===== src/rtl/sensor_ctrl_if.sv =====
// Signal bundle between the JA ultrasonic range sensor controller and its
// surroundings: enable and raw echo in, trigger and measurement results out.
interface sensor_ctrl_if #(
  parameter int CW = 22
);
  logic          en;
  logic          echo;
  logic          trig;
  logic          parked;
  logic          sample_valid;
  logic [CW-1:0] echo_cycles;
  logic          timeout_err;

  modport master (
    output en, echo,
    input  trig, parked, sample_valid, echo_cycles, timeout_err
  );

  modport slave (
    input  en, echo,
    output trig, parked, sample_valid, echo_cycles, timeout_err
  );
endinterface


===== src/rtl/sensor_ctrl.sv =====
// Parking-bay ultrasonic sensor sequencer: periodic trigger, echo width timing,
// near/far classification and debounced occupancy flag.
module sensor_ctrl #(
  parameter int CW              = 22,
  parameter int TRIG_CYCLES     = 1000,
  parameter int PERIOD_CYCLES   = 6000000,
  parameter int MAX_ECHO_CYCLES = 3000000,
  parameter int THRESH_CYCLES   = 58000,
  parameter int DEBOUNCE        = 3
) (
  input logic          clk,
  input logic          rst_n,
  sensor_ctrl_if.slave bus
);

  // The period counter must reach PERIOD_CYCLES-1 even when that exceeds CW bits.
  localparam int PW = ($clog2(PERIOD_CYCLES) > CW) ? $clog2(PERIOD_CYCLES) : CW;
  localparam int DW = (DEBOUNCE > 1) ? $clog2(DEBOUNCE) : 1;

  localparam logic [CW-1:0] TRIG_LAST   = CW'(TRIG_CYCLES - 1);
  localparam logic [CW-1:0] ECHO_MAX    = CW'(MAX_ECHO_CYCLES);
  localparam logic [CW-1:0] THRESH      = CW'(THRESH_CYCLES);
  localparam logic [PW-1:0] PERIOD_LAST = PW'(PERIOD_CYCLES - 1);
  localparam logic [PW-1:0] PCNT_SAT    = {PW{1'b1}};
  localparam logic [DW-1:0] DEB_LAST    = DW'(DEBOUNCE - 1);

  localparam logic [2:0] ST_IDLE      = 3'd0;
  localparam logic [2:0] ST_TRIG      = 3'd1;
  localparam logic [2:0] ST_WAIT_RISE = 3'd2;
  localparam logic [2:0] ST_MEASURE   = 3'd3;
  localparam logic [2:0] ST_HOLDOFF   = 3'd4;

  logic [2:0]    state;
  logic          echo_meta, echo_s;
  logic [CW-1:0] tcnt, ecnt;
  logic [PW-1:0] pcnt;
  logic [DW-1:0] dcnt;
  logic          trig_q, parked_q, valid_q, tout_q;
  logic [CW-1:0] echo_cycles_q;

  logic          finish, fin_timeout, near;
  logic [CW-1:0] fin_width;

  always_ff @(posedge clk or negedge rst_n) begin
    if (!rst_n) begin
      echo_meta <= 1'b0;
      echo_s    <= 1'b0;
    end else begin
      echo_meta <= bus.echo;
      echo_s    <= echo_meta;
    end
  end

  // A sample ends on echo fall or when the echo counter hits its limit.
  always_comb begin
    finish      = 1'b0;
    fin_timeout = 1'b0;
    fin_width   = ecnt;
    case (state)
      ST_WAIT_RISE: begin
        if (ecnt == ECHO_MAX) begin
          finish      = 1'b1;
          fin_timeout = 1'b1;
        end
      end
      ST_MEASURE: begin
        if (ecnt == ECHO_MAX) begin
          finish      = 1'b1;
          fin_timeout = 1'b1;
        end else if (!echo_s) begin
          finish = 1'b1;
        end
      end
      default: ;
    endcase
    if (fin_timeout) fin_width = ECHO_MAX;
    near = !fin_timeout && (fin_width < THRESH);
  end

  always_ff @(posedge clk or negedge rst_n) begin
    if (!rst_n) begin
      state         <= ST_IDLE;
      trig_q        <= 1'b0;
      parked_q      <= 1'b0;
      valid_q       <= 1'b0;
      tout_q        <= 1'b0;
      echo_cycles_q <= '0;
      tcnt          <= '0;
      ecnt          <= '0;
      pcnt          <= '0;
      dcnt          <= '0;
    end else begin
      valid_q <= 1'b0;
      tout_q  <= 1'b0;
      trig_q  <= (state == ST_TRIG);
      if (pcnt != PCNT_SAT) pcnt <= pcnt + 1'b1;

      case (state)
        ST_IDLE: begin
          if (bus.en) begin
            state <= ST_TRIG;
            pcnt  <= '0;
            tcnt  <= '0;
          end
        end
        ST_TRIG: begin
          if (tcnt == TRIG_LAST) begin
            state <= ST_WAIT_RISE;
            ecnt  <= '0;
          end else begin
            tcnt <= tcnt + 1'b1;
          end
        end
        ST_WAIT_RISE: begin
          if (!finish) begin
            if (echo_s) begin
              state <= ST_MEASURE;
              ecnt  <= CW'(1);
            end else begin
              ecnt <= ecnt + 1'b1;
            end
          end
        end
        ST_MEASURE: begin
          if (!finish) ecnt <= ecnt + 1'b1;
        end
        ST_HOLDOFF: begin
          if (pcnt >= PERIOD_LAST) begin
            if (bus.en) begin
              state <= ST_TRIG;
              pcnt  <= '0;
              tcnt  <= '0;
            end else begin
              state <= ST_IDLE;
            end
          end
        end
        default: state <= ST_IDLE;
      endcase

      // Occupancy only flips after DEBOUNCE consecutive disagreeing samples.
      if (finish) begin
        state         <= ST_HOLDOFF;
        valid_q       <= 1'b1;
        tout_q        <= fin_timeout;
        echo_cycles_q <= fin_width;
        if (near == parked_q) begin
          dcnt <= '0;
        end else if (dcnt == DEB_LAST) begin
          parked_q <= !parked_q;
          dcnt     <= '0;
        end else begin
          dcnt <= dcnt + 1'b1;
        end
      end
    end
  end

  assign bus.trig         = trig_q;
  assign bus.parked       = parked_q;
  assign bus.sample_valid = valid_q;
  assign bus.timeout_err  = tout_q;
  assign bus.echo_cycles  = echo_cycles_q;

endmodule


===== src/flat_wrapper.sv =====
// flat-port wrapper written by rule: the top's interface ports become plain ports
module sensor_ctrl_flat 
#(
  parameter int CW              = 22,
  parameter int TRIG_CYCLES     = 1000,
  parameter int PERIOD_CYCLES   = 6000000,
  parameter int MAX_ECHO_CYCLES = 3000000,
  parameter int THRESH_CYCLES   = 58000,
  parameter int DEBOUNCE        = 3
)
  (clk, rst_n, bus_en, bus_echo, bus_trig, bus_parked, bus_sample_valid, bus_echo_cycles, bus_timeout_err);
  sensor_ctrl_if #(.CW(CW)) bus_i ();
  input logic clk;
  input logic rst_n;
  input wire logic [$bits(bus_i.en)-1:0] bus_en;
  input wire logic [$bits(bus_i.echo)-1:0] bus_echo;
  output wire logic [$bits(bus_i.trig)-1:0] bus_trig;
  output wire logic [$bits(bus_i.parked)-1:0] bus_parked;
  output wire logic [$bits(bus_i.sample_valid)-1:0] bus_sample_valid;
  output wire logic [$bits(bus_i.echo_cycles)-1:0] bus_echo_cycles;
  output wire logic [$bits(bus_i.timeout_err)-1:0] bus_timeout_err;
  assign bus_i.en = bus_en;
  assign bus_i.echo = bus_echo;
  assign bus_trig = bus_i.trig;
  assign bus_parked = bus_i.parked;
  assign bus_sample_valid = bus_i.sample_valid;
  assign bus_echo_cycles = bus_i.echo_cycles;
  assign bus_timeout_err = bus_i.timeout_err;
  sensor_ctrl #(.CW(CW), .TRIG_CYCLES(TRIG_CYCLES), .PERIOD_CYCLES(PERIOD_CYCLES), .MAX_ECHO_CYCLES(MAX_ECHO_CYCLES), .THRESH_CYCLES(THRESH_CYCLES), .DEBOUNCE(DEBOUNCE)) u_core (.clk(clk), .rst_n(rst_n), .bus(bus_i));
endmodule

===== config.mk =====
export PLATFORM = sky130hd
export DESIGN_NAME = sensor_ctrl_flat
export DESIGN_NICKNAME = d
export VERILOG_FILES = /design/src/rtl/sensor_ctrl_if.sv /design/src/rtl/sensor_ctrl.sv /design/src/flat_wrapper.sv
export SDC_FILE = /design/constraint.sdc
export NUM_CORES = 1
export LEC_CHECK = 0
export ABC_AREA = 1
export CORE_MARGIN = 4
export CORE_UTILIZATION = 56
export DETAILED_ROUTE_END_ITERATION = 6
export HOLD_SLACK_MARGIN = 0.03
export PLACE_DENSITY = 0.75
export SLEW_MARGIN = 10
export SYNTH_ARGS = -nofsm -noshare
export SYNTH_HDL_FRONTEND = slang
export SYNTH_SLANG_ARGS = --single-unit

===== constraint.sdc =====
create_clock -name clk -period 4.46 [get_ports clk]
set_clock_uncertainty 0.1 [all_clocks]
set_input_delay 0.892 -clock clk [delete_from_list [all_inputs] [get_ports clk]]
set_output_delay 0.892 -clock clk [all_outputs]
set_load 0.005 [all_outputs]

==> flow_metrics.py <==
metrics = {
    "run_status": {
        "status": "finished, final reports clean",
    },
    "finish": {
        "postLayoutCoreUtil": 0.627,
        "drive_gt1_frac": 0.0812,
        "layout_common_cells": "205 x nand2_1, 106 x nor2_1, 100 x dfrtp_1, 70 x inv_1, 57 x nand3_1",
        "final_area_sq_um": 6530,
        "fin_nets": 828,
        "area_growth_pct": 8.01,
        "diodes": 0,
        "final_common_cell": "nand2_1",
    },
    "placed_design": {
        "hpwl_mm": 10.5,
        "gp_congestion": 0.965,
        "io_buffer_count": 29,
        "placed_cell_area_sq_um": 6340,
    },
    "cts": {
        "cts_sinks": 100,
        "cts_tree": "built",
        "ctsLongestPathBuffers": 2,
        "hold_buffers": 0,
        "cts_resized": 0,
        "h-tree-depth": 3,
        "cts_setup_buffers": 0,
        "clkLatencyLatePin_ps": 380,
        "numCtsBuffers": 9,
        "root_buffer": "clkbuf_8",
        "cts.clk_slew.worst_paths_ps": 90,
    },
    "worst_setup_path": {
        "path_cells": "inv_2 -> nor3_4 -> nand2_1 -> o21ai_1 -> nand2_2 -> inv_2 -> nand2_1 -> o21ai_0",
        "critPathKind": "flop to flop",
        "start_kind": "flop",
        "cp_slowest_cell": "dfrtp_1",
        "crit_family": "simple AND/OR/NAND/NOR gates",
        "worst_setup_path_end_kind": "flop",
        "critPathRequiredTime_ps": 4640,
        "critical_path.max_fanout": 25,
        "path_buf_inv": 2,
        "slowest_delay_ps": 670,
        "cp_data_arrival_time_ps": 2630,
    },
    "route": {
        "drc": 0,
        "wirelength_mm": 14.3,
        "drt_iter0_markers": 480,
        "antenna_left": 0,
        "via_count": 5457,
        "dr.pass1.iters": 6,
        "viasPerCell": 5.68,
        "wl_per_cell_microns": 14.9,
    },
    "grt": {
        "grt_pass1_vias": 5104,
        "antenna_found_initial": 0,
        "grt_max_degree": 78,
        "grt_overflow_total": 0,
        "grtUsageTotal": 0.239,
        "grt_pass1_wl_mm": 24.7,
    },
    "die": {
        "core_sq_um": 10400,
        "die_w_microns": 112,
        "num_rows": 37,
        "io_pins": 30,
        "start_util": 0.580,
        "dieArea_sq_um": 12500,
        "die_y_microns": 112,
    },
    "logic_synthesis": {
        "syn_nets": 811,
        "async_flop_share": 1.00,
        "ys_seq_area_frac": 0.414,
        "ys_seq_elements": 100,
        "synth_area_sq_um": 6040,
        "synth-main-ff-cell": "dfrtp_1",
        "syn_inst": 803,
        "synth_edf_count": 0,
        "synth_cell_types": 44,
        "syn_avg_cell_area_sq_um": 7.53,
        "ys_warn_count": 0,
    },
    "sta": {
        "max_freq_ghz": 0.408,
        "whs_ps": 252,
        "rsz0062_at_grt": "false",
        "final_max_slew_viol_count": 0,
        "finalCriticalPeriod_ps": 2450,
        "slew_headroom": 0.361,
        "setup_tns_ps": 0,
        "period_share": 0.550,
        "setup_viol": 0,
        "finalHoldViolCount": 0,
        "tightest_slew_ps": 958,
    },
    "power": {
        "power_leakage_nw": 2.85,
        "pwr_density_cell_nw_per_um2": 390,
        "vdd_drop_max_uv": 351,
    },
    "worst_hold_path": {
        "hold_path.class": "flop to flop",
    },
    "job": {
        "drv_cap": 0,
    },
}
-- path summary, 6_finish.rpt --
| kind | start | endpoint | slack, ps | cells past startpoint |
|---|---|---|---|---|
| worst max-delay path | u_core.state[0] | u_core.tcnt[3] | 2010 | 8 |
| worst min register to register | u_core.echo_meta | u_core.echo_s | 250 | 0 |
| min in group asynchronous | rst_n | u_core.pcnt[7] | 540 | 1 |
| worst min-delay path | u_core.echo_meta | u_core.echo_s | 250 | 0 |
| worst max register to register | u_core.state[0] | u_core.tcnt[3] | 2010 | 8 |
| max in group asynchronous | rst_n | u_core.ecnt[4] | 2820 | 2 |
-- per-stage QoR --
| step | setup slack [ps] | power (mW) | cells |
|---|---|---|---|
| floorplan | 2650 | 1.89 | 803 |
| CTS | 2010 | 2.57 | 961 |
| global route | 1810 | 2.73 | 961 |
| finish | 2010 | 2.55 | 961 |
| global placement | 2020 | 1.97 | 945 |
| detailed placement | 1940 | 2.00 | 945 |
-- metal layers --
layer  global-route usage  wire length (microns)
met5                    0                      0
met1                0.347                   6910
met2                0.358                   6290
met3               0.0538                    926
met4               0.0722                    218
-- synthesized netlist by cell type (all sizes together), types with 7 or more instances --
| cell type | number | area [sq um] |
|---|---|---|
| nand2 | 210 | 815 |
| nor2 | 110 | 442 |
| dfrtp | 100 | 2500 |
| inv | 84 | 320 |
| o21ai | 59 | 344 |
| nand3 | 58 | 303 |
| xor2 | 37 | 324 |
| a21oi | 32 | 164 |
| nand4 | 32 | 206 |
| buf | 18 | 146 |
| nor3 | 17 | 111 |
| o2111ai | 8 | 70.1 |
| a211oi | 7 | 52.6 |
-- report_power, final --
group | internal, mW | switching [mW] | total (mW)
Sequential | 1.01 | 0.150 | 1.17
Combinational | 0.232 | 0.588 | 0.821
Clock | 0.250 | 0.311 | 0.561
-- area by class of cell --
type	count	area (sq um)
multi-input cells	595	3050
repair buffers	30	295
flip-flops and latches	100	2500
well taps	136	170
inverters	84	320
clock buffers	13	169
fillers	970	3890
clock inverters	3	18.8
-- sequential cells by signal, indices dropped and copies added, names as in the netlist --
| name | count |
|---|---|
| u_core.bus.sample_valid | 1 |
| u_core.bus.trig | 1 |
| u_core.state | 3 |
| u_core.pcnt | 23 |
| u_core.bus.timeout_err | 1 |
| u_core.bus.parked | 1 |
| u_core.dcnt | 2 |
| u_core.bus.echo_cycles | 22 |
| u_core.echo_meta | 1 |
| u_core.echo_s | 1 |
| u_core.tcnt | 22 |
| u_core.ecnt | 22 |
-- cell families (layout without fill, tap and decap cells) --
| kind of cell | count (synthesis) | count (layout) | share of synthesized area |
|---|---|---|---|
| and+or+nand+nor | 441 | 441 | 0.329 |
| AOI/OAI and AO/OA | 110 | 110 | 0.110 |
| buffers and inverters | 108 | 130 | 0.0810 |
| DFF | 100 | 100 | 0.414 |
| xor gates and xnor gates | 40 | 40 | 0.0580 |
| adders and majority gates | 4 | 4 | 0.00828 |
-- worst register-to-register path, stage by stage (launching register included) --
cell and delay [ps]:
dfrtp_1 670, inv_2 230, nor3_4 350, nand2_1 190, o21ai_1 140, nand2_2 310, inv_2 220, nand2_1 60
o21ai_0 80
No activity file was read; power rests on OpenSTA's default activity.
